<file path="config.mk">
export PLATFORM = sky130hd
export DESIGN_NAME = fifo_reader
export DESIGN_NICKNAME = d
export VERILOG_FILES = /design/src/rtl/fifo_pkg.sv /design/src/rtl/fifo_reader_skid.sv /design/src/rtl/fifo_reader.sv
export SDC_FILE = /design/constraint.sdc
export NUM_CORES = 1
export LEC_CHECK = 0
export ABC_CLOCK_PERIOD_IN_PS = 3400
export CAP_MARGIN = 30
export CORE_ASPECT_RATIO = 1.1
export CORE_MARGIN = 5
export CORE_UTILIZATION = 25
export CTS_BUF_LIST = sky130_fd_sc_hd__clkbuf_8
export CTS_CLUSTER_SIZE = 12
export DETAILED_ROUTE_END_ITERATION = 7
export GPL_TIMING_DRIVEN = 0
export SETUP_SLACK_MARGIN = 0.2
export SYNTH_ARGS = -nofsm -noshare
export SYNTH_HDL_FRONTEND = slang
export SYNTH_HIERARCHICAL = 1
export SYNTH_SLANG_ARGS = --single-unit
</file>
<file path="constraint.sdc">
create_clock -name clk_i -period 3.4 [get_ports clk_i]
set_clock_uncertainty 0.05 [all_clocks]
set_input_delay 0.34 -clock clk_i [delete_from_list [all_inputs] [get_ports clk_i]]
set_output_delay 0.34 -clock clk_i [all_outputs]
set_load 0.03 [all_outputs]
</file>
<file path="src/rtl/fifo_pkg.sv">
// fifo_pkg: shared occupancy type, latency/depth constants and default widths
// for the FIFO-to-stream reader.
package fifo_pkg;
  typedef enum logic [1:0] {EMPTY, ONE, TWO} occ_e;
  localparam int RD_LAT     = 1;
  localparam int BUF_DEPTH  = 2;
  localparam int DWIDTH_DEF = 8;
  localparam int AWIDTH_DEF = 4;
  localparam int CWIDTH_DEF = 16;
  function automatic int occ_cnt(occ_e s);
    return s == TWO ? 2 : s == ONE ? 1 : 0;
  endfunction
endpackage

</file>
<file path="src/rtl/fifo_reader_skid.sv">
// fifo_reader_skid: two-entry output buffer; head drives the stream, tail
// absorbs the word that lands while the sink is stalled.
module fifo_reader_skid
  import fifo_pkg::*;
#(
  parameter int DWIDTH = DWIDTH_DEF
) (
  input  logic              clk_i,
  input  logic              arstn_i,
  input  logic              cap_i,
  input  logic [DWIDTH-1:0] wdata_i,
  input  logic              ready_i,
  output logic              valid_o,
  output logic [DWIDTH-1:0] data_o,
  output occ_e              state_o
);
  occ_e state_q, state_d;
  logic [DWIDTH-1:0] head_q, head_d, tail_q, tail_d;
  logic hs;
  assign valid_o = state_q != EMPTY;
  assign data_o  = head_q;
  assign state_o = state_q;
  always_comb begin
    hs      = valid_o & ready_i;
    state_d = state_q;
    head_d  = head_q;
    tail_d  = tail_q;
    case (state_q)
      EMPTY: if (cap_i) begin
        state_d = ONE;
        head_d  = wdata_i;
      end
      ONE: if (cap_i && hs) head_d = wdata_i;
      else if (cap_i) begin
        state_d = TWO;
        tail_d  = wdata_i;
      end else if (hs) state_d = EMPTY;
      TWO: if (hs) begin
        // credit logic keeps capture out of TWO; handled anyway to stay ordered
        state_d = cap_i ? TWO : ONE;
        head_d  = tail_q;
        tail_d  = cap_i ? wdata_i : tail_q;
      end
      default: state_d = EMPTY;
    endcase
  end
  always_ff @(posedge clk_i or negedge arstn_i) begin
    if (!arstn_i) begin
      state_q <= EMPTY;
      head_q  <= '0;
      tail_q  <= '0;
    end else begin
      state_q <= state_d;
      head_q  <= head_d;
      tail_q  <= tail_d;
    end
  end
endmodule

</file>
<file path="src/rtl/fifo_reader.sv">
// fifo_reader: pops a registered-output FIFO into a valid/ready stream with
// credit-based pop control and a saturating delivered-word counter.
module fifo_reader
  import fifo_pkg::*;
#(
  parameter int DWIDTH = DWIDTH_DEF,
  parameter int AWIDTH = AWIDTH_DEF,
  parameter int CWIDTH = CWIDTH_DEF
) (
  input  logic              clk_i,
  input  logic              arstn_i,
  output logic              rd_o,
  output logic [AWIDTH-1:0] shift_o,
  input  logic              empty_i,
  input  logic [DWIDTH-1:0] rddata_i,
  output logic              valid_o,
  input  logic              ready_i,
  output logic [DWIDTH-1:0] data_o,
  output logic [CWIDTH-1:0] cnt_o
);
  logic infl_q, infl_d;
  logic [CWIDTH-1:0] cnt_q, cnt_d;
  logic hs;
  occ_e state;
  fifo_reader_skid #(.DWIDTH(DWIDTH)) u_skid (
    .clk_i   (clk_i),
    .arstn_i (arstn_i),
    .cap_i   (infl_q),
    .wdata_i (rddata_i),
    .ready_i (ready_i),
    .valid_o (valid_o),
    .data_o  (data_o),
    .state_o (state)
  );
  assign shift_o = AWIDTH'(1);
  assign cnt_o   = cnt_q;
  always_comb begin
    hs     = valid_o & ready_i;
    // a pop is only issued if its word is guaranteed a slot when it lands
    rd_o   = arstn_i && !empty_i &&
             (occ_cnt(state) + int'(infl_q) - int'(hs) < BUF_DEPTH);
    infl_d = rd_o;
    cnt_d  = (hs && cnt_q != '1) ? cnt_q + 1'b1 : cnt_q;
  end
  always_ff @(posedge clk_i or negedge arstn_i) begin
    if (!arstn_i) begin
      infl_q <= 1'b0;
      cnt_q  <= '0;
    end else begin
      infl_q <= infl_d;
      cnt_q  <= cnt_d;
    end
  end
endmodule

</file>
# --- Word-level counts from Yosys, hierarchy flattened ---
# Cells that the tools add are included.
classes:
  multipliers: 0
  order_cmp: 1
  n_mux: 17
  n_reduce_logical: 12
  eq_ne: 8
  shifts: 0
  bitwise: 1
  div_mod_pow: 0
  add_sub_neg: 3
ops:
  columns: ["cell", "count"]
  rows:
  - ["2-to-1 mux 8 bit", 6]
  - ["one-hot mux 8 bit (3 select lines)", 1]
  - ["adder 16 x 1 -> 16 bit, second input constant", 1]
  - ["inequality test 16 bit, second input constant", 1]
  - ["one-hot mux 8 bit (2 select lines)", 1]
  - ["2-to-1 mux 2 bit", 7]
  - ["AND reduction 4 bit", 2]
  - ["inequality test 2 bit, second input constant", 3]
  - ["one-hot mux 2 bit (3 select lines)", 1]
  - ["logical AND 1 bit", 4]
  - ["< comparator 4 x 3 -> 1 bit, second input constant", 1]
  - ["nonzero test 2 bit", 2]
  - ["subtractor 3 x 1 -> 4 bit", 1]
  - ["adder 2 x 1 -> 3 bit", 1]
  - ["inequality test 3 bit, second input constant", 1]
  - ["AND reduction 3 bit", 1]
  - ["nonzero test 3 bit", 1]
  - ["== test 2 x 1 -> 1 bit, second input constant", 1]
  - ["== test 2 bit, second input constant", 1]
  - ["logical NOT 2 bit", 1]
  - ["inequality test 2 x 1 -> 1 bit, second input constant", 1]
  - ["bitwise AND 1 bit", 1]
  - ["logical NOT 1 bit", 1]
  - ["2-to-1 mux 1 bit", 1]
word_totals:
  romBits: 0
  out_inout_bits: 30
  word_cells: 47
  ram_bits: 0
  ff_bits: 35
  latchBits: 0
  memories: 0
  input_bits: 12

# --- Depth between registers and ports, before layout ---
# Gate-level depths: netlist (run 1).
logic_depth:
  ltp_word: 7
  mapped_depth: 10
  ltp_nobuf: 10

# --- Hierarchy ---
# The synthesis (run 1) kept the hierarchy.
modules_own_cells:
  columns: ["module", "cells_each", "area_each_um2", "n_inst", "seq_area_each_um2"]
  rows:
  - ["fifo_reader", 102, 1001.0, 1, 425.4]
  - ["fifo_reader_skid", 58, 875.8, 1, 450.4]

# --- Worst setup path before layout (run 1) ---
# No wires, ideal clock.
synth_timing:
  path_kind: "reg-to-output"
  start: "reg u_skid.state_q[1], in the netlist u_skid/state_o[1]"
  end: "out rd_o"
  stages_incl_launch_ff: 11
  setup_slack_ns: 0.445
  arrival_time_ns: 2.565
  t_required_ns: 3.010
  path_buffers: 0
  path_cell_list: "dfrtp_1 or2_2 nand2_1 inv_1 ha_1 nand2b_1 fa_1 nor2b_1 a21oi_1 o21ai_0 and3b_1"
synth_via:
  word_cells_on_any_way: 10
  classes_between: "2 x add/sub; 1 x order compare; 2 x eq/ne; 2 x mux; 1 x bitwise; 2 x reduce/logical"
synth_lines:
  columns: ["element", "line_no", "text"]
  rows:
  - ["start: declaration", "fifo_reader_skid.sv:17", "occ_e state_q, state_d;"]
  - ["start signal: assignment", "fifo_reader_skid.sv:53", "state_q <= state_d;"]
  - ["nonzero test 2 bit", "fifo_reader_skid.sv:20", "assign valid_o = state_q != EMPTY;"]
  - ["via valid_o", "fifo_reader.sv:16", "output logic valid_o,"]
  - ["bitwise AND 1 bit", "fifo_reader.sv:38", "hs = valid_o & ready_i;"]
  - ["subtractor 3 x 1 -> 4 bit", "fifo_reader.sv:41", "(occ_cnt(state) + int'(infl_q) - int'(hs) < BUF_DEPTH);"]
  - ["< comparator 4 x 3 -> 1 bit", "fifo_reader.sv:41", null]
  - ["logical AND 1 bit", "fifo_reader.sv:40", "rd_o = arstn_i && !empty_i &&"]
  - ["end: declaration", "fifo_reader.sv:12", "output logic rd_o,"]
# The timed path passes the listed nets, and every way through them passes these cells.

# --- Worst setup path after layout (run 1) ---
layout_timing:
  start: "reg u_skid.state_q[1], in the netlist u_skid/state_o[1]"
  end: "out rd_o"
layout_via:
  elab_chain_cells: 7
  word_cells_on_any_way: 10
  classes_between: "2 x add/sub; 1 x order compare; 2 x eq/ne; 2 x mux; 1 x bitwise; 2 x reduce/logical"
layout_rtl:
  columns: ["element", "line_no", "text"]
  rows:
  - ["== test 2 x 1 -> 1 bit", "fifo_pkg.sv:11", "return s == TWO ? 2 : s == ONE ? 1 : 0;"]
  - ["2-to-1 mux 1 bit", "fifo_pkg.sv:11", null]
  - ["2-to-1 mux 2 bit", "fifo_pkg.sv:11", null]
  - ["adder 2 x 1 -> 3 bit", "fifo_reader.sv:41", null]
  - ["subtractor 3 x 1 -> 4 bit *", "fifo_reader.sv:41", null]
  - ["< comparator 4 x 3 -> 1 bit *", "fifo_reader.sv:41", null]
  - ["logical AND 1 bit *", "fifo_reader.sv:40", null]
# Mark *: on every way between the ends. The rest lies on a longest branch, timed or not.

==> results of run 1 <==
flip-flops by register name, summed over array words and instances, names as in the netlist:
signal / flops
cnt_o: 16
u_skid/state_o: 2
u_skid/tail_q: 8
infl_q: 1
u_skid/data_o: 8
worst reg2reg max path: cells and delay by family (launching register included):
family                   cells  cell delay (ns)
AO/OA/AOI/OAI                2             0.19
flip-flops                   1             0.42
AND/OR/NAND/NOR              5             0.86
adder cells (fa/ha/maj)      2             0.72
buffers and inverters        1             0.08
area by class of cell:
| type | instances | area share |
|---|---|---|
| timing repair buffer | 40 | 0.1567 |
| clock buffer | 5 | 0.02754 |
| inverter | 6 | 0.009014 |
| buffer | 6 | 0.02103 |
| tap | 87 | 0.04357 |
| multi-input combinational | 115 | 0.3891 |
| sequential | 35 | 0.3515 |
| clock inverter | 1 | 0.001502 |
what timing repair did:
action,in CTS,in global routing
setup buffers,2,1
pin swaps,0,1
resized for setup,13,6
setup endpoints to repair,1,1
Yosys cell counts, types with 3 or more instances:
cell type / number
inv_1: 6
nor2_1: 9
mux2_2: 10
mux2_4: 8
nand3_1: 5
dfrtp_1: 35
nand2b_1: 5
buf_4: 4
nor3_2: 3
xor2_1: 10
nor2b_1: 4
ha_1: 3
a21oi_1: 6
mux2_1: 7
nand2_1: 10
kinds of logic after synthesis:
| family | after synthesis | share of synthesized area |
|---|---|---|
| and+or+nand+nor | 56 | 0.1827 |
| DFF | 35 | 0.4667 |
| muxes | 26 | 0.1713 |
| AOI/OAI and AO/OA | 15 | 0.05801 |
| buffers and inverters | 12 | 0.04000 |
| xor gates and xnor gates | 10 | 0.04666 |
| adders and majority gates | 4 | 0.03067 |
| other | 2 | 0.004001 |
worst min-delay path by stage:
stage,from,endpoint,cells after the start
after floorplan,arstn_i,cnt_o[0],0
after detailed placement,u_skid/tail_q[4],u_skid/tail_q[4],1
after global placement,u_skid/tail_q[2],u_skid/tail_q[2],1
after global routing,arstn_i,cnt_o[1],1
final,arstn_i,cnt_o[7],1
after CTS,arstn_i,cnt_o[1],1
metal layers:
layer	vias to the layer above	GRT usage	wire length, um
met5	-	0	0
met4	0	0.03382	53
met3	7	0.03585	243
met2	36	0.1540	1947
met1	636	0.1015	1735
li1	651	-	-
power groups by stage:
stage	clock, mW	combinational [mW]	sequential, mW
2_1_floorplan	0	0.369	0.827
3_3_place_gp	0	0.803	0.677
6_report	0.268	0.882	0.667
4_1_cts	0.285	0.858	0.667
5_1_grt	0.300	0.943	0.690
3_5_place_dp	0	0.819	0.679
==> flow_results.org, run 1 <==
** Run status
- Result of the run :: finished, final reports clean

** Critical path
- In this run the critical register-to-register path is captured at infl_q.
- The signal on the critical path passes through or2_4 -> nand2_4 -> inv_1 -> ha_4 -> nand2b_4 -> fa_1 -> nor2b_4 -> a21oi_1 -> o21ai_1 -> and3b_2 -> buf_6.
- Buffers and inverters on the worst path :: 2
- Reg2reg setup slack :: 0.96 ns
- In this run the worst setup path begins at u_skid/state_o[1].
- For this design, the slowest cell found on the critical path is fa_1.
- FF-to-FF Start :: u_skid/state_o[1]
- Cell class contributing the biggest share of worst-path delay :: simple AND/OR/NAND/NOR gates
- Required time of the worst setup path :: 3.01 ns
- In this run the number of cells on the critical path is 11.
- In this run the worst path has a maximum fanout of 4.
- STA classifies the critical path startpoint as a register.
- Setup Crit Path Kind :: reg2out
- STA classifies the critical path endpoint as an output port.
- Data arrives at the worst endpoint at 2.69 ns.
- Peak per-stage delay on the critical path :: 0.48 ns
- The most critical setup path has its endpoint at rd_o.
- For the worst flop-to-flop path, the logic depth is 10.

** Detailed routing
- Summed over all layers, the routed wires come to 3980 um.
- In the routed design, unresolved DRC markers number 0.
- Once detail routing completed, the nets flagged for antenna violations numbered 0.
- Number of optimization iterations in the first detailed-route pass :: 4
- The routed layout has 1330 vias.
- Dividing the detail-routed via count by the number of cells gives 4.508.
- After detailed routing, the average wire length per cell comes to 13.49 um.
- Initial drt markers :: 25

** Placed design
- Detail Placement HPWL :: 2877 um
- Number of port buffers :: 37
- The congestion estimate from routability-driven global placement came to 0.7006.
- Once placement finished, the instance area stood at 0.002359 mm^2.
- OpenSTA, run right after detailed placement, puts the worst setup slack at -0.3178 ns.
- Once placement completed, the tool counted placed cells totaling 286.

** Clock tree
- CTS Sinks :: 35
- Count of hold-fix buffers inserted at cts :: 0
- Clk slew on worst S/H paths :: 0.06 ns
- Bufs on Longest Clock Path :: 2
- The cell sitting at the root of the clock tree is a clkbuf_8.
- CTS tree :: yes
- The clock reaches the later pin of the worst-skew pair after 0.28 ns.
- CTS buffer count :: 5
- The H-tree generated during clock tree synthesis spans 2 levels.

** STA
- Setup violations remaining at the end of the flow were counted as 0.
- Hold timing on the final database bottoms out at a slack of 0.1056 ns.
- Slew at the pin closest to its max-slew limit :: 0.8168 ns
- Share of the clock period used by the worst path :: 0.9057
- Across all setup checks in the final design, the least slack found is 0.3208 ns.
- Setup repair after global routing left no endpoint under its margin.
- The count of final max-slew check failures came to 0.
- Timing would allow up to 324.8 MHz.
- Adding up every negative setup slack in the final design gives 0 ns.
- Headroom to the max-slew limit came out at 0.4555.
- Final number of hold-violating endpoints :: 0
- Subtracting the final worst setup slack from the clock period gives 3.079 ns.

** Run
- The tool flagged a number of max-cap violations equal to 0.

** Cells and area
- Top library cells by usage in the layout, fill and taps aside :: clkdlybuf4s50_1, dfrtp_1, xor2_1, mux2_2
- Layout Cell Area excl Fill :: 0.002499 mm^2
- Net total in the final layout :: 225
- Leaving out fill and tap cells, the most frequent cell in the layout is clkdlybuf4s50_1.
- Compared with the post-synthesis result, the final layout area differs by 33.13%.
- The multi-input combinational cells in the finished layout cover a total of 972.2 um^2.
- The filler cells instantiated in the layout total 744.
- In the final layout, the share of cells above drive strength 1 is 0.2500.
- The repair_antennas step left the layout with diodes totalling 0.
- Measured on the finished design, the core utilization comes to 0.3381.
- Non-filler instance count after layout :: 295
- Reg area :: 878.3 um^2

** Floorplan
- The floorplan has 33 rows.
- The die is 100.9 um tall.
- 42 I/O pins were placed.
- Die Outline Area :: 0.009342 mm^2
- The initial utilization of the core area, before any placement, comes to 0.2539.
- Placeable core region :: 0.007391 mm^2
- Measured along the x axis, the die boundary spans 92.61 um.

** Yosys
- Yosys mapped the design onto 41 distinct sky130hd cell types.
- Ranked by total cell area, the synthesized netlist is headed by dfrtp_1, mux2_4, mux2_2, xor2_1, mux2_1.
- Cell type with the largest total area after synthesis :: dfrtp_1
- After synthesis the netlist holds a flip-flop and latch count of 35.
- Leading register cell type out of synthesis :: dfrtp_1
- Synth warn :: 6
- Of the synthesized area, sequential elements account for 0.4667.
- Mean cell area of the mapped netlist :: 11.73 um^2
- Number of instances in the synthesized netlist :: 160
- In this run the cell area of the synthesized design comes to 0.001877 mm^2.
- Of the post-synthesis cell area, the dominant cell type holds 0.4667.
- Ys async rst share :: 1.000
- Number of synthesized flops with an enable pin :: 0

** Power and ir drop
- The share of total power dissipated in combinational logic is 0.486.
- Of the total power, the clock network draws 0.147.
- Across the VDD grid, the largest voltage drop is 0.3103 mV.
- For this design the ratio of total power to cell area is 727.3 mW/mm^2.
- Leakage power figure :: 1.108 nW
- Switching power total :: 0.6807 mW
- Share of total power consumed by net switching :: 0.3745
- Power Internal :: 1.137 mW
- Total power of the final layout :: 1.817 mW
- Register share of total power :: 0.367

** Global routing
- The first global-routing pass estimated 6568 um of wire.
- The number of global-route vias before repair is 1397.
- Entering global routing, the biggest net connects 37 pins.
- For this run, the total global-route usage over all layers was measured as 0.09014.
- Total congestion overflow :: 0
- The initial antenna violation count is 0.

** Worst hold path
- The path class of the tightest hold or removal check is in2async.
Note: power is estimated with default switching activity, not from simulation.
==> inputs of run 2 (changes only) <==
--- a/config.mk
+++ b/config.mk
@@ -14,6 +14,7 @@
 export CTS_CLUSTER_SIZE = 12
 export DETAILED_ROUTE_END_ITERATION = 7
 export GPL_TIMING_DRIVEN = 0
+export REMOVE_ABC_BUFFERS = 1
 export SETUP_SLACK_MARGIN = 0.2
 export SYNTH_ARGS = -nofsm -noshare
 export SYNTH_HDL_FRONTEND = slang
==> run 2 against run 1 <==
Die area stayed put. Cell count fell by 1.0%. Critical path depth stayed put. Global-route usage grew 0.23 points. Combinational power shrank 2.9%. Highest routed layer unchanged. Register-to-register slack got worse by 0.14 ns.
==> flow_results.org, run 2 (synthesis gave the netlist of run 1 again) <==
** Cells and area
- N_diodes :: 0 (unchanged)
- The library cells used most frequently in the layout, excluding fill and tap cells, are dfrtp_1, clkdlybuf4s50_1, xor2_1, mux2_2.
- The count of filler cells inserted in the layout came to 755 (+1.5%).
- Fraction of final layout cells with drive strength greater than 1 :: 0.2341 (-0.01585)
- Relative area change from synthesis to final layout :: 31.13%
- Net total in the final layout :: 221 (-1.8%)
- Number of flip-flops in the largest register :: 16 (unchanged)

** Detailed routing
- Drt via density :: 4.596 (+1.9%)
- DR DRC count :: 0 (unchanged)
- Number of optimization iterations in the first detailed-route pass :: 4 (unchanged)
- The remaining antenna violation count was 0 (unchanged).
- The via total after detailed routing was 1342 (+0.90%).
- Initial drt markers :: 42 (+68%)
- The post-detailed-routing wire length came to 4054 um (+1.9%).
- Average wire per cell in the routed design :: 13.88 um (+2.9%)

** Clock tree
- The clock sink count was 35 (unchanged).
- Count of hold-fix buffers inserted at cts :: 0 (unchanged)
- The deepest level of the CTS H-tree came to 2 (unchanged).
- Bufs on Longest Clock Path :: 2 (unchanged)
- Clk root buf :: clkbuf_8
- TritonCTS built the clock tree.
- The clock-pin slew reported for the worst setup and hold paths after clock tree synthesis is 0.07 ns (about the same).
- The clock latency reported for the late side of the worst-skew pair is 0.28 ns (about the same).
- The CTS buffer count was 5 (unchanged).

** STA
- The peak clock frequency supported by timing is 328.2 MHz (+1.1%).
- The final critical-path share of the clock period came to 0.8961 (-0.009575).
- The worst slew margin relative to its limit was 0.4203 (-0.03519).
- RSZ-0062 raised after global routing :: false
- Final number of hold-violating endpoints :: 0 (unchanged)
- Slew at the pin closest to its max-slew limit :: 0.8678 ns (+0.05099 ns)
- Number of endpoints failing setup at the final stage :: 0 (unchanged)
- Final setup slack of the worst path :: 0.3533 ns (+0.03256 ns)
- Max Transition Viols Final :: 0 (unchanged)
- Worst hold margin :: 0.1004 ns (-0.005159 ns)
- Period minus WS final :: 3.047 ns (-0.03255 ns)

** Floorplan
- The count of pins on the block boundary was 42 (unchanged).
- The area inside the core boundary came to 0.007391 mm^2 (unchanged).
- Die Height :: 100.9 um (unchanged)
- Horizontal die dimension :: 92.61 um (unchanged)
- Floorplan row count :: 33 (unchanged)
- The initial core utilization was 0.2539 (unchanged).
- The die area is 0.009342 mm^2 (unchanged).

** Critical path
- The longest individual stage delay on the worst path is 0.59 ns (+0.11 ns).
- The worst setup path is captured at an output port.
- Maximum fanout encountered on the critical timing path :: 6 (+2)
- The signal on the critical path passes through clkdlybuf4s50_1 -> nand2_2 -> inv_1 -> ha_4 -> nand2b_4 -> fa_1 -> nor2b_2 -> a21oi_1 -> o21ai_0 -> and3b_2 -> buf_6.
- Data arrival time of the critical path :: 2.66 ns (-0.03 ns)
- The required time reported for the critical path endpoint was 3.01 ns (about the same).
- The setup path with the least slack is of type in2out.
- The slowest stage of the critical path belongs to the cell clkdlybuf4s50_1.
- Launching element type of the critical path :: input pin

** Power and ir drop
- The worst vdd rail ir drop came to 0.2604 mV (-16%).
- The power density over the cells was 744.9 mW/mm^2 (+2.4%).
- The overall power consumption came to 1.833 mW (+0.88%).
- The leakage power came to 1.073 nW (-3.2%).

** Global routing
- The total congestion overflow after global routing was 0 (unchanged).
- Number of antenna violations at the first check in global routing :: 0 (unchanged)
- The global-route wire length before repair is 6803 um (+3.6%).
- The maximum number of pins on one net before global-route repair was 37 (unchanged).
- Total routing usage reported by global routing :: 0.09240 (+0.002262)
- Vias in the first global route :: 1407 (+0.72%)

** Placed design
- The post-DP HPWL is 2811 um (-2.3%).
- The worst-case setup slack after placement is -0.2606 ns (+0.05713 ns).
- The count of buffers inserted at the top-level ports is 37 (unchanged).
- The weighted congestion at the end of routability-driven global placement is 0.7465 (+6.6%).

** Run status
- The run finished with clean final reports.

** Worst hold path
- The min-delay analysis places its worst path in the category in2async.

** Run
- The max-cap violation count was 0 (unchanged).
run 2: cell types whose count changed in the layout (fill, tap and decap cells not counted), sizes merged:
cell,delta
dlymetal6s2s,-1
inv,-1
clkinv,+1
buf,-4
clkbuf,+1
clkdlybuf4s50,+1
run 2: critical path: cells and delay by family:
kind / cells / cell delay, ns
adders and majority gates: 2 / 0.73
AOI/OAI and AO/OA: 2 / 0.16
and+or+nand+nor: 4 / 0.57
buffers and inverters: 3 / 0.85
run 2: power by group:
group / switching (mW) / internal (mW) / leakage, nW
clock network: 0.150 / 0.159 / 0.0470
logic: 0.434 / 0.422 / 0.592
registers: 0.110 / 0.559 / 0.433
run 2: layout make-up:
| type | instances | area [um^2] | area share |
|---|---|---|---|
| Timing Repair Buffer | 42 | 404.1 | 0.1642 |
| Multi-Input combinational cell | 115 | 962.2 | 0.3910 |
| Clock buffer | 6 | 82.58 | 0.03355 |
| Tap cell | 87 | 108.9 | 0.04423 |
| Inverter | 6 | 22.52 | 0.009151 |
| Clock inverter | 1 | 5.005 | 0.002034 |
| Sequential cell | 35 | 875.8 | 0.3559 |
run 2: worst paths after layout:
check	start	endpoint	slack, ns	cells after the start
worst max-delay path	ready_i	rd_o	0.35	11
worst min-delay path	arstn_i	u_skid/data_o[6]	0.10	1
worst max register to register	u_skid/state_o[1]	infl_q	0.82	12
worst min register to register	u_skid/tail_q[0]	u_skid/tail_q[0]	0.44	1
max in group asynchronous	arstn_i	cnt_o[15]	2.68	1
min in group clk_i	u_skid/tail_q[0]	u_skid/tail_q[0]	0.44	1
run 2: what timing repair did:
item                                    4_1_cts  5_1_grt
pin swaps                                     0        2
hold endpoints to repair                      0        0
endpoints found under the setup margin        1        1
resized for setup                             9        4
buffers inserted                              3        2
run 2: routing by layer:
layer,track usage,share of wire,wire (um)
met2,0.1445,0.46,1878
met1,0.1183,0.47,1915
met4,0.03382,0.012,49
met3,0.03211,0.052,211
met5,0,0,0
run 2: metrics by stage:
step | setup TNS [ns] | instance area [um^2] | cells | utilization
3_3_place_gp | -0.2276 | 2311 | 280 | 0.3127
2_1_floorplan | 0 | 1832 | 156 | -
5_1_grt | 0 | 2461 | 292 | 0.3330
3_5_place_dp | -0.2606 | 2306 | 280 | 0.3120
6_report | 0 | 2461 | 292 | 0.3330
4_1_cts | 0 | 2421 | 290 | 0.3276
